==> src/rtl/cello_tt_eval_seq.sv <==
// Clocked truth-table evaluator: run-time loadable N_IN-input Boolean function
// with a programmable settle window and a saturating output-transition counter.
module cello_tt_eval_seq #(
  parameter int                    N_IN     = 4,
  parameter logic [(2**N_IN)-1:0]  RESET_TT = 16'hB8AD,
  parameter int                    SETTLE   = 2,
  parameter int                    CNT_W    = 8
) (
  input  logic              clk,
  input  logic              rst_n,
  input  logic              cfg_start,
  input  logic              cfg_valid,
  input  logic              cfg_bit,
  output logic              cfg_ready,
  output logic              cfg_done,
  input  logic              in_valid,
  output logic              in_ready,
  input  logic [N_IN-1:0]   in_vec,
  output logic              out_valid,
  input  logic              out_ready,
  output logic              out_bit,
  output logic [CNT_W-1:0]  toggle_cnt
);

  localparam int DEPTH = 2**N_IN;

  typedef enum logic [1:0] {RUN, SETTLE_WAIT, HOLD, LOAD} state_t;

  state_t            state;
  logic [DEPTH-1:0]  tt;
  logic [DEPTH-1:0]  shadow;
  logic [DEPTH-1:0]  shadow_next;
  logic [N_IN-1:0]   vec_q;
  logic [7:0]        settle_cnt;
  logic [N_IN:0]     load_cnt;
  logic              prev_bit;
  logic              armed;
  logic              in_fire;
  logic              out_fire;
  logic              cfg_fire;

  // armed keeps in_ready low while rst_n is asserted and for the first cycle after.
  // In HOLD the drain and the next accept share one edge, so in_ready follows out_ready.
  assign in_ready    = (state == RUN && armed) || (state == HOLD && out_ready);
  assign in_fire     = in_valid && in_ready;
  assign out_fire    = out_valid && out_ready;
  assign cfg_fire    = cfg_valid && cfg_ready;
  assign shadow_next = {shadow[DEPTH-2:0], cfg_bit};

  // NOTE: the shadow register has no reset; every bit is overwritten before a commit,
  // and an aborted load never reaches the active table.
  always_ff @(posedge clk) begin
    if (cfg_fire) shadow <= shadow_next;
  end

  always_ff @(posedge clk or negedge rst_n) begin
    if (!rst_n) begin
      state      <= RUN;
      tt         <= RESET_TT;
      vec_q      <= '0;
      settle_cnt <= '0;
      load_cnt   <= '0;
      prev_bit   <= 1'b0;
      armed      <= 1'b0;
      out_valid  <= 1'b0;
      out_bit    <= 1'b0;
      cfg_ready  <= 1'b0;
      cfg_done   <= 1'b0;
      toggle_cnt <= '0;
    end else begin
      armed    <= 1'b1;
      cfg_done <= 1'b0;

      // NOTE: later non-blocking assignments in this block override earlier ones,
      // so the drain clears out_valid and an SETTLE=0 accept may set it again.
      if (out_fire) begin
        if (out_bit != prev_bit && toggle_cnt != '1) toggle_cnt <= toggle_cnt + 1'b1;
        prev_bit  <= out_bit;
        out_valid <= 1'b0;
      end

      if (in_fire) begin
        vec_q      <= in_vec;
        settle_cnt <= 8'(SETTLE);
        if (SETTLE == 0) begin
          out_bit   <= tt[in_vec];
          out_valid <= 1'b1;
          state     <= HOLD;
        end else begin
          state     <= SETTLE_WAIT;
        end
      end

      case (state)
        RUN: begin
          if (!in_fire && cfg_start) begin
            state     <= LOAD;
            load_cnt  <= (N_IN+1)'(DEPTH);
            cfg_ready <= 1'b1;
          end
        end
        SETTLE_WAIT: begin
          if (settle_cnt == '0) begin
            out_bit   <= tt[vec_q];
            out_valid <= 1'b1;
            state     <= HOLD;
          end else begin
            settle_cnt <= settle_cnt - 1'b1;
          end
        end
        HOLD: begin
          if (out_fire && !in_fire) state <= RUN;
        end
        LOAD: begin
          if (cfg_fire) begin
            load_cnt <= load_cnt - 1'b1;
            if (load_cnt == (N_IN+1)'(1)) begin
              tt         <= shadow_next;
              cfg_done   <= 1'b1;
              cfg_ready  <= 1'b0;
              toggle_cnt <= '0;
              prev_bit   <= 1'b0;
              state      <= RUN;
            end
          end
        end
        default: state <= RUN;
      endcase
    end
  end

endmodule

==> config.mk <==
export PLATFORM = sky130hd
export DESIGN_NAME = cello_tt_eval_seq
export DESIGN_NICKNAME = d
export VERILOG_FILES = /design/src/rtl/cello_tt_eval_seq.sv
export SDC_FILE = /design/constraint.sdc
export NUM_CORES = 1
export LEC_CHECK = 0
export ABC_AREA = 1
export BUFFER_PORTS_ARGS = -buffer_cell sky130_fd_sc_hd__buf_4
export CORE_MARGIN = 5
export CORE_UTILIZATION = 30
export DETAILED_ROUTE_END_ITERATION = 10
export PLACE_DENSITY = 0.47
export SYNTH_ARGS = -nofsm -noshare
export SYNTH_HDL_FRONTEND = slang
export SYNTH_SLANG_ARGS = --single-unit
==> constraint.sdc <==
create_clock -name clk -period 1.8 [get_ports clk]
set_input_delay 0.18 -clock clk [delete_from_list [all_inputs] [get_ports clk]]
set_output_delay 0.18 -clock clk [all_outputs]
set_load 0.02 [all_outputs]
==> Word level (Yosys, flattened, before mapping) <==
Cells that the tools add are included.
{ "op_classes": {"n_addsub": 3, "n_mul": 0, "n_div": 0, "magnitude_cmp": 1, "n_eq_ne": 9, "n_shift": 0, "n_mux": 34, "bitwise": 0, "reduce_logical": 17} }
{ "op_table": {"columns": ["cell", "n"], "rows": [
  ["2-to-1 mux 8 bit", 8],
  ["2-to-1 mux 1 bit", 14],
  ["2-to-1 mux 2 bit", 6],
  ["2-to-1 mux 5 bit", 2],
  ["case mux 5 bit (2 select lines)", 1],
  ["adder 8 x 1 -> 8 bit, second input constant", 1],
  ["logical AND 1 bit", 8],
  ["logical NOT 8 bit", 1],
  ["!= test 8 bit, second input constant", 1],
  ["case mux 2 bit (4 select lines)", 1],
  ["subtractor 8 x 1 -> 8 bit, second input constant", 1],
  ["AND reduction 3 bit", 2],
  ["== test 5 x 1 -> 1 bit, second input constant", 1],
  ["less-than comparator 4 x 5 -> 1 bit, second input constant", 1],
  ["subtractor 5 x 1 -> 5 bit, second input constant", 1],
  ["binary-select mux 1 bit (select 4 bit)", 1],
  ["== test 2 bit, second input constant", 2],
  ["!= test 2 bit, second input constant", 2],
  ["AND reduction 4 bit", 1],
  ["== test 2 x 1 -> 1 bit, second input constant", 1],
  ["logical NOT 2 bit", 1],
  ["!= test 2 x 1 -> 1 bit, second input constant", 1],
  ["case mux 1 bit (2 select lines)", 1],
  ["AND reduction 2 bit", 1],
  ["other kinds (4)", 4]
]} }
{ "totals": {"ff_bits": 64, "latchBits": 0, "mem_bits_rw": 0, "rom_bits": 0, "mem_count": 0} }

==> Longest topological paths before layout <==
Gate-level depths: netlist (run 1).
{ "depth": {"ltp_word": 8, "mapped_depth": 10, "ltp_nobuf": 10} }

==> Least setup slack after synthesis (run 1) <==
Ideal clock, no wire load.
{ "synth_path": {"kind": "reg-to-reg", "from": "reg toggle_cnt[1]", "to": "reg toggle_cnt[3]", "setup_time_ns": 0.117, "arrival_time_ns": 1.428, "required_ns": 1.683, "slack_ns": 0.255, "path_stages_with_launch": 9, "n_path_buf": 0, "path_cell_list": "dfrtp_1 > ha_1 > nand2_1 > nor2_1 > nand3_1 > nand3b_1 > nand2_1 > nand2_1 > nor2_1"} }
{ "synth_via": {"elab_chain_cells": 7, "elab_cells_between_ends": 8} }
{ "synth_rtl": {"columns": ["item", "line_no", "text"], "rows": [
  ["start, declared", "22", "output logic [CNT_W-1:0] toggle_cnt"],
  ["start signal, assigned", "77", "if (out_bit != prev_bit && toggle_cnt != '1) toggle_cnt <= toggle_cnt + 1'b1;"],
  ["branches (longest 2 deep; another with adder 8 x 1 -> 8 bit)", null, null],
  ["2-to-1 mux 8 bit (*)", "77", null],
  ["2-to-1 mux 8 bit (*)", "76", "if (out_fire) begin"],
  ["2-to-1 mux 8 bit", "117", "if (load_cnt == (N_IN+1)'(1)) begin"],
  ["2-to-1 mux 8 bit", "115", "if (cfg_fire) begin"],
  ["2-to-1 mux 8 bit (*)", "94", "case (state)"]
]} }
Every way passes the cells marked *.
A chain may end at the register's enable or synchronous reset.

==> Worst setup path after layout (run 1) <==
{ "layout_path": {"from": "reg state[1]", "to": "reg load_cnt[0]"} }
{ "layout_via": {"elab_chain_cells": 8, "elab_cells_between_ends": 14} }
{ "layout_rtl": {"columns": ["item", "line_no", "text"], "rows": [
  ["start, declared", "29", "state_t state;"],
  ["start signal, assigned", "58", "state <= RUN;"],
  ["start signal, assigned", "88", "state <= HOLD;"],
  ["start signal, assigned", "90", "state <= SETTLE_WAIT;"],
  ["== test 2 bit or logical NOT 2 bit (tied branches)", "44, 94", null],
  ["logical AND 1 bit", "44", "assign in_ready = (state == RUN && armed) || (state == HOLD && out_ready);"],
  ["logical OR 1 bit", "44", null],
  ["logical AND 1 bit", "45", "assign in_fire = in_valid && in_ready;"],
  ["logical NOT 1 bit", "96", "if (!in_fire && cfg_start) begin"],
  ["logical AND 1 bit", "96", null],
  ["!= test 2 x 1 -> 1 bit (no line)", null, null],
  ["AND reduction 3 bit (no line)", null, null],
  ["end signal, assigned", "98", "load_cnt <= (N_IN+1)'(DEPTH);"],
  ["end signal, assigned", "116", "load_cnt <= load_cnt - 1'b1;"],
  ["end, declared", "35", "logic [N_IN:0] load_cnt;"]
]} }
Parallel ways exist; a longest one is shown, timed or not.

==> results.json, run 1 <==
{
  "status": "finished clean",
  "relSlewSlack": 0.562,
  "hpwl_mm": 4.25,
  "worst_slew_pin_slew_ps": 658,
  "leakage_nw": 1.65,
  "arrival_ps": 1830,
  "ys.flop_type": "dfrtp_1",
  "final_cells": 502,
  "netlist_top_cells_count": "nand2_1 (73), inv_1 (42), dfrtp_1 (40)",
  "diodes": 0,
  "ant_nets": 0,
  "place_inst": 485,
  "postSynthNetCount": 343,
  "rows": 36,
  "vias_per_cell": 4.43,
  "rsz0062_at_grt": "false",
  "grt_use_met3": 0.0284,
  "fin_crit_ps": 1570,
  "mappedNetlistArea_mm2": 0.00304,
  "fmax_ghz": 0.637,
  "grt_pass1_vias": 2252,
  "grt_remaining_overflow": 0,
  "end_kind": "register",
  "clock_latency_ps": 340,
  "startpoint_type": "register",
  "synthMostInstantiatedCell": "nand2_1",
  "grt_use_met2": 0.164,
  "cts_buffers": 9,
  "yosysSeqAreaShare": 0.555,
  "timing.clock.skew_ps": 7.59,
  "synth_edf_count": 15,
  "avgRoutedWirePerCell_um": 12.3,
  "grt.total_usage": 0.107,
  "path_cells": "nor2_1, nand2_1, nand2_1, nand2_2, nand3_1, nand3_1, o21ai_0",
  "antenna_found_initial": 0,
  "synthDistinctLibCells": 29,
  "pin_count": 24,
  "crit_slowest_cell": "dfrtp_1",
  "setup_violations": 0,
  "cts_tree": "yes",
  "drc": 0,
  "hp-class": "in2reg",
  "grt_max_degree": 50,
  "drt-initial-drc-count": 71,
  "worst_path_largest_cell_delay_ps": 460,
  "drv_cap": 0,
  "drive_gt1_frac": 0.228,
  "peakVddDrop_uv": 398,
  "syn_area_per_cell_um2": 9.30,
  "dieArea_mm2": 0.0122,
  "synthToLayoutAreaGrowth_pct": 17.9,
  "yosysTopAreaCellShare": 0.329,
  "hold_viol_final": 0,
  "die_y_um": 111,
  "cts_sinks": 64,
  "setup_tns_ps": 0,
  "place_congestion": 0.792,
  "cp.required_ps": 2060,
  "p_per_area_mw_per_mm2": 809,
  "timing.final.crit_share": 0.873,
  "vias": 2223,
  "drt_wl_total_mm": 6.19,
  "finish.utilization": 0.365,
  "yosysTopAreaCell": "dfrtp_1",
  "core-area_mm2": 0.00982,
  "cts_max_path_buffers": 2,
  "use_met1": 0.143,
  "dpl_worst_slack_ps": 198,
  "fin_ws_ps": 229,
  "clock-root-buffer": "clkbuf_8",
  "maxSlewViolCount": 0,
  "worst-path-max-fanout": 10,
  "cts_setup_buffers": 0,
  "path_class": "reg2reg",
  "io_buffers": 23,
  "top_usage_layer": "met2",
  "yosysWarnings": 0,
  "initial_utilization": 0.310,
  "yosys-top-cells-area": "dfrtp_1 (33%), edfxtp_1 (15%), nand2_1 (9.0%)",
  "async_flop_share": 0.766,
  "layout.nets": 380,
  "synth_cells": 327,
  "grt_pass1_wl_mm": 10.6,
  "clk_pin_slew_ps": 70,
  "htree_levels": 3,
  "dieWidth_um": 111,
  "first_pass_iters": 4,
  "ys_ff_latch": 64
}
## cell families after synthesis
kind of cell	count (synthesis)	share of synthesized area
adder cells (fa/ha/maj)	5	0.0206
AO/OA/AOI/OAI	36	0.0741
flip-flops	64	0.555
XOR/XNOR	6	0.0173
buffers and inverters	48	0.0774
other	1	0.00123
AND/OR/NAND/NOR	167	0.254
## path summary, 6_finish.rpt
path / from / end / slack [ps] / depth (start not counted)
setup / recovery: state[1] / load_cnt[0] / 230 / 7
hold / removal: cfg_bit / shadow[0] / 40 / 1
setup reg to reg: state[1] / load_cnt[0] / 230 / 7
hold reg to reg: shadow[13] / shadow[14] / 460 / 0
max in group asynchronous: rst_n / settle_cnt[5] / 930 / 2
min in group asynchronous: rst_n / tt[9] / 420 / 2
## metrics by stage
step	power (mW)	hold slack, ps	area [um^2]
after floorplan	1.55	-116	3040
after global placement	1.60	271	3360
after detailed placement	1.60	264	3360
after CTS	2.95	21.8	3580
after global routing	3.04	17.5	3580
final	2.90	36.9	3580
## where the power goes
part / switching [mW] / total, mW / internal, mW
Combinational: 0.0440 / 0.0703 / 0.0264
Clock: 0.566 / 1.33 / 0.767
Sequential: 0.0102 / 1.50 / 1.49
Total: 0.620 / 2.90 / 2.28
## state kept, by name, indices dropped and copies added, names as in the netlist
register	cells
armed	1
shadow	15
load_cnt	5
cfg_ready	1
out_bit	1
cfg_done	1
out_valid	1
toggle_cnt	8
state	2
tt	16
settle_cnt	8
prev_bit	1
vec_q	4
## placed cells by master, fill, tap and decap left out, types with 3 or more instances in the layout
| cell type | netlist | final |
|---|---|---|
| clkbuf_8 | 0 | 9 |
| nand4_1 | 8 | 8 |
| buf_4 | 0 | 29 |
| nor2_1 | 27 | 27 |
| o21ai_0 | 13 | 13 |
| nand2_2 | 14 | 14 |
| nand2_1 | 73 | 73 |
| xnor2_1 | 3 | 3 |
| edfxtp_1 | 15 | 15 |
| dfstp_2 | 9 | 9 |
| a21oi_1 | 6 | 6 |
| o21ai_2 | 11 | 11 |
| dfrtp_1 | 40 | 40 |
| xor2_1 | 3 | 3 |
| nand3b_1 | 4 | 4 |
| inv_1 | 42 | 42 |
| ha_1 | 5 | 5 |
| nand3_1 | 36 | 35 |
| o21ai_1 | 4 | 4 |
| clkinv_2 | 0 | 3 |
## worst max-delay path: cells and delay by family, from the launching register on
| kind | cells | cell delay, ps |
|---|---|---|
| simple gates | 6 | 940 |
| flops | 1 | 460 |
| compound gates | 1 | 90 |
## repair_timing
action / CTS / global route
setup endpoints to repair: 0 / 5
endpoints found under the hold margin: 40 / 0
gates resized for setup: 0 / 1
hold buffers: 1 / 0
## final cells by class
class | count | area (um^2)
fill | 1096 | 6230
sequential | 64 | 1690
multi-input combinational | 215 | 1120
timing repair buffer | 30 | 228
inverter | 44 | 170
tap | 133 | 166
clock buffer | 9 | 124
clock inverter | 7 | 86.3
## per-layer routing
metal,share of wire,wire length (um)
met1,0.49,3040
met2,0.45,2800
met4,0.016,101
met3,0.040,246
met5,0,0
(Power assumes the default switching activity.)
==> run 2: changes to the inputs <==
Settings changed: CELL_PAD_IN_SITES_DETAIL_PLACEMENT from default to 1, CELL_PAD_IN_SITES_GLOBAL_PLACEMENT from default to 2, PLACE_DENSITY 0.47 to 0.66, REMOVE_ABC_BUFFERS from default to 1.
==> run 2 against run 1 <==
  * Maximum frequency down 0.26%
  * Global-route usage up 1.4 points
  * Final area down 0.31%
  * Non-clock buffer count unchanged
  * Core utilization down 0.11 points
  * Sequential power about the same
  * Routed wire length up 12%
  * Clock-buffer cell count up 4
  * Critical path type unchanged
==> results.json, run 2 (synthesis gave the netlist of run 1 again) <==
{
  "timing.clock.skew_ps": 10.1,
  "drc": 0,
  "cts_tree": "yes",
  "dieArea_mm2": 0.0122,
  "cp.required_ps": 2030,
  "vias_per_cell": 4.54,
  "rows": 36,
  "arrival_ps": 1810,
  "vias": 2280,
  "hp-class": "in2reg",
  "drive_gt1_frac": 0.225,
  "path_cells": "ha_1, nand2_1, nor2_1, nand3_2, nand3b_1, nand2_1, nand2_1, nor2_1",
  "io_buffers": 23,
  "grt_pass1_wl_mm": 11.9,
  "p_switching_uw": 612,
  "clock-root-buffer": "clkbuf_8",
  "startpoint_type": "register",
  "avgRoutedWirePerCell_um": 13.8,
  "synthToLayoutAreaGrowth_pct": 17.5,
  "grt_remaining_overflow": 0,
  "final_cells": 502,
  "layout.nets": 380,
  "htree_levels": 3,
  "grt.total_usage": 0.121,
  "worst_slew_pin_slew_ps": 693,
  "power.share.sequential": 0.527,
  "hpwl_mm": 4.84,
  "leakage_nw": 1.64,
  "fin_crit_ps": 1570,
  "drt-initial-drc-count": 49,
  "fin_ws_ps": 225,
  "clock_latency_ps": 340,
  "grt_pass1_vias": 2390,
  "maxSlewViolCount": 0,
  "setup_violations": 0,
  "timing.final.crit_share": 0.875,
  "p_sw_frac": 0.215,
  "end_kind": "register",
  "p_int_mw": 2.23,
  "hold_viol_final": 0,
  "place_congestion": 0.745,
  "diodes": 0,
  "peakVddDrop_uv": 279,
  "rsz0062_at_grt": "false",
  "first_pass_iters": 4,
  "ant_nets": 0,
  "final_cell_mix": "nand2_1 (73), inv_1 (42), dfrtp_1 (40)",
  "drv_cap": 0,
  "worst_path_largest_cell_delay_ps": 400,
  "dpl_worst_slack_ps": 151,
  "combinationalPowerShare": 0.028,
  "dieWidth_um": 111,
  "pin_count": 24,
  "grt_max_degree": 50,
  "holdWs_ps": 25.3,
  "status": "finished clean",
  "p_per_area_mw_per_mm2": 795,
  "crit_top_cell": "nand2_1",
  "cts_setup_buffers": 0,
  "cts_sinks": 64,
  "fmax_ghz": 0.635,
  "cts_max_path_buffers": 2,
  "clk_pin_slew_ps": 70,
  "regMostFlops": "tt",
  "drt_wl_total_mm": 6.92,
  "clockPowerShare": 0.446,
  "initial_utilization": 0.310,
  "reg_top3": "tt (16), shadow (15)",
  "crit_slowest_cell": "dfrtp_1",
  "cts_buffers": 9,
  "path_class": "reg2reg",
  "die_y_um": 111,
  "path_delay_family": "simple AND/OR/NAND/NOR gates",
  "antenna_found_initial": 0,
  "place_inst": 485,
  "relSlewSlack": 0.538,
  "worst-path-max-fanout": 8,
  "core-area_mm2": 0.00982,
  "setup_tns_ps": 0,
  "path_buf_inv": 0,
  "largest_reg_flops": 16,
  "n_fill_cell": 1200,
  "final_common_cell": "nand2_1"
}
run 2: cell types whose count changed in the layout (fill, tap and decap cells not counted):
cell and change:
clkinv_1 -1, bufinv_16 -1, clkinvlp_4 -1, clkbuf_1 +2, clkbuf_8 +2, clkinv_2 -1
run 2: cell type report:
class | count | area (um^2) | area share
Multi-Input combinational cell | 215 | 1120 | 0.314
Inverter | 44 | 170 | 0.0476
Clock inverter | 3 | 40.0 | 0.0112
Clock buffer | 13 | 159 | 0.0445
Tap cell | 133 | 166 | 0.0466
Sequential cell | 64 | 1690 | 0.472
Timing Repair Buffer | 30 | 228 | 0.0637
run 2: repair_timing:
action                     in CTS  in global routing
resized for setup               0                  1
setup endpoints to repair       0                  2
hold buffers                    1                  0
hold endpoints to repair       40                  0
run 2: final timing paths:
kind                          startpoint  depth (start not counted)  slack [ps]            end
max                        toggle_cnt[1]                          8         230  toggle_cnt[3]
min                            cfg_start                          2          30    load_cnt[3]
max reg2reg                toggle_cnt[1]                          8         230  toggle_cnt[3]
min reg2reg                   shadow[11]                          0         450     shadow[12]
max in group asynchronous          rst_n                          2         900      out_valid
min in group asynchronous          rst_n                          2         430          tt[6]
run 2: power by group through the flow:
stage / Sequential [mW] / Combinational (mW) / Clock (mW)
CTS: 1.49 / 0.0824 / 1.32
global placement: 1.52 / 0.0806 / 0
finish: 1.50 / 0.0784 / 1.27
detailed placement: 1.52 / 0.0801 / 0
floorplan: 1.52 / 0.0219 / 0
global route: 1.50 / 0.0916 / 1.38
run 2: metal layers:
metal  vias up  track usage  part of all wire
li1       1135            -                 -
met4         0       0.0296             0.011
met5         -            0                 0
met2        27        0.193              0.46
met3         8       0.0480             0.043
met1      1110        0.155              0.48
run 2: stage by stage:
stage	total power, mW	utilization	area, um^2
6_report	2.84	0.364	3570
5_1_grt	2.97	0.364	3570
4_1_cts	2.90	0.363	3570
3_5_place_dp	1.60	0.342	3360
3_3_place_gp	1.60	0.342	3360
2_1_floorplan	1.54	-	2980
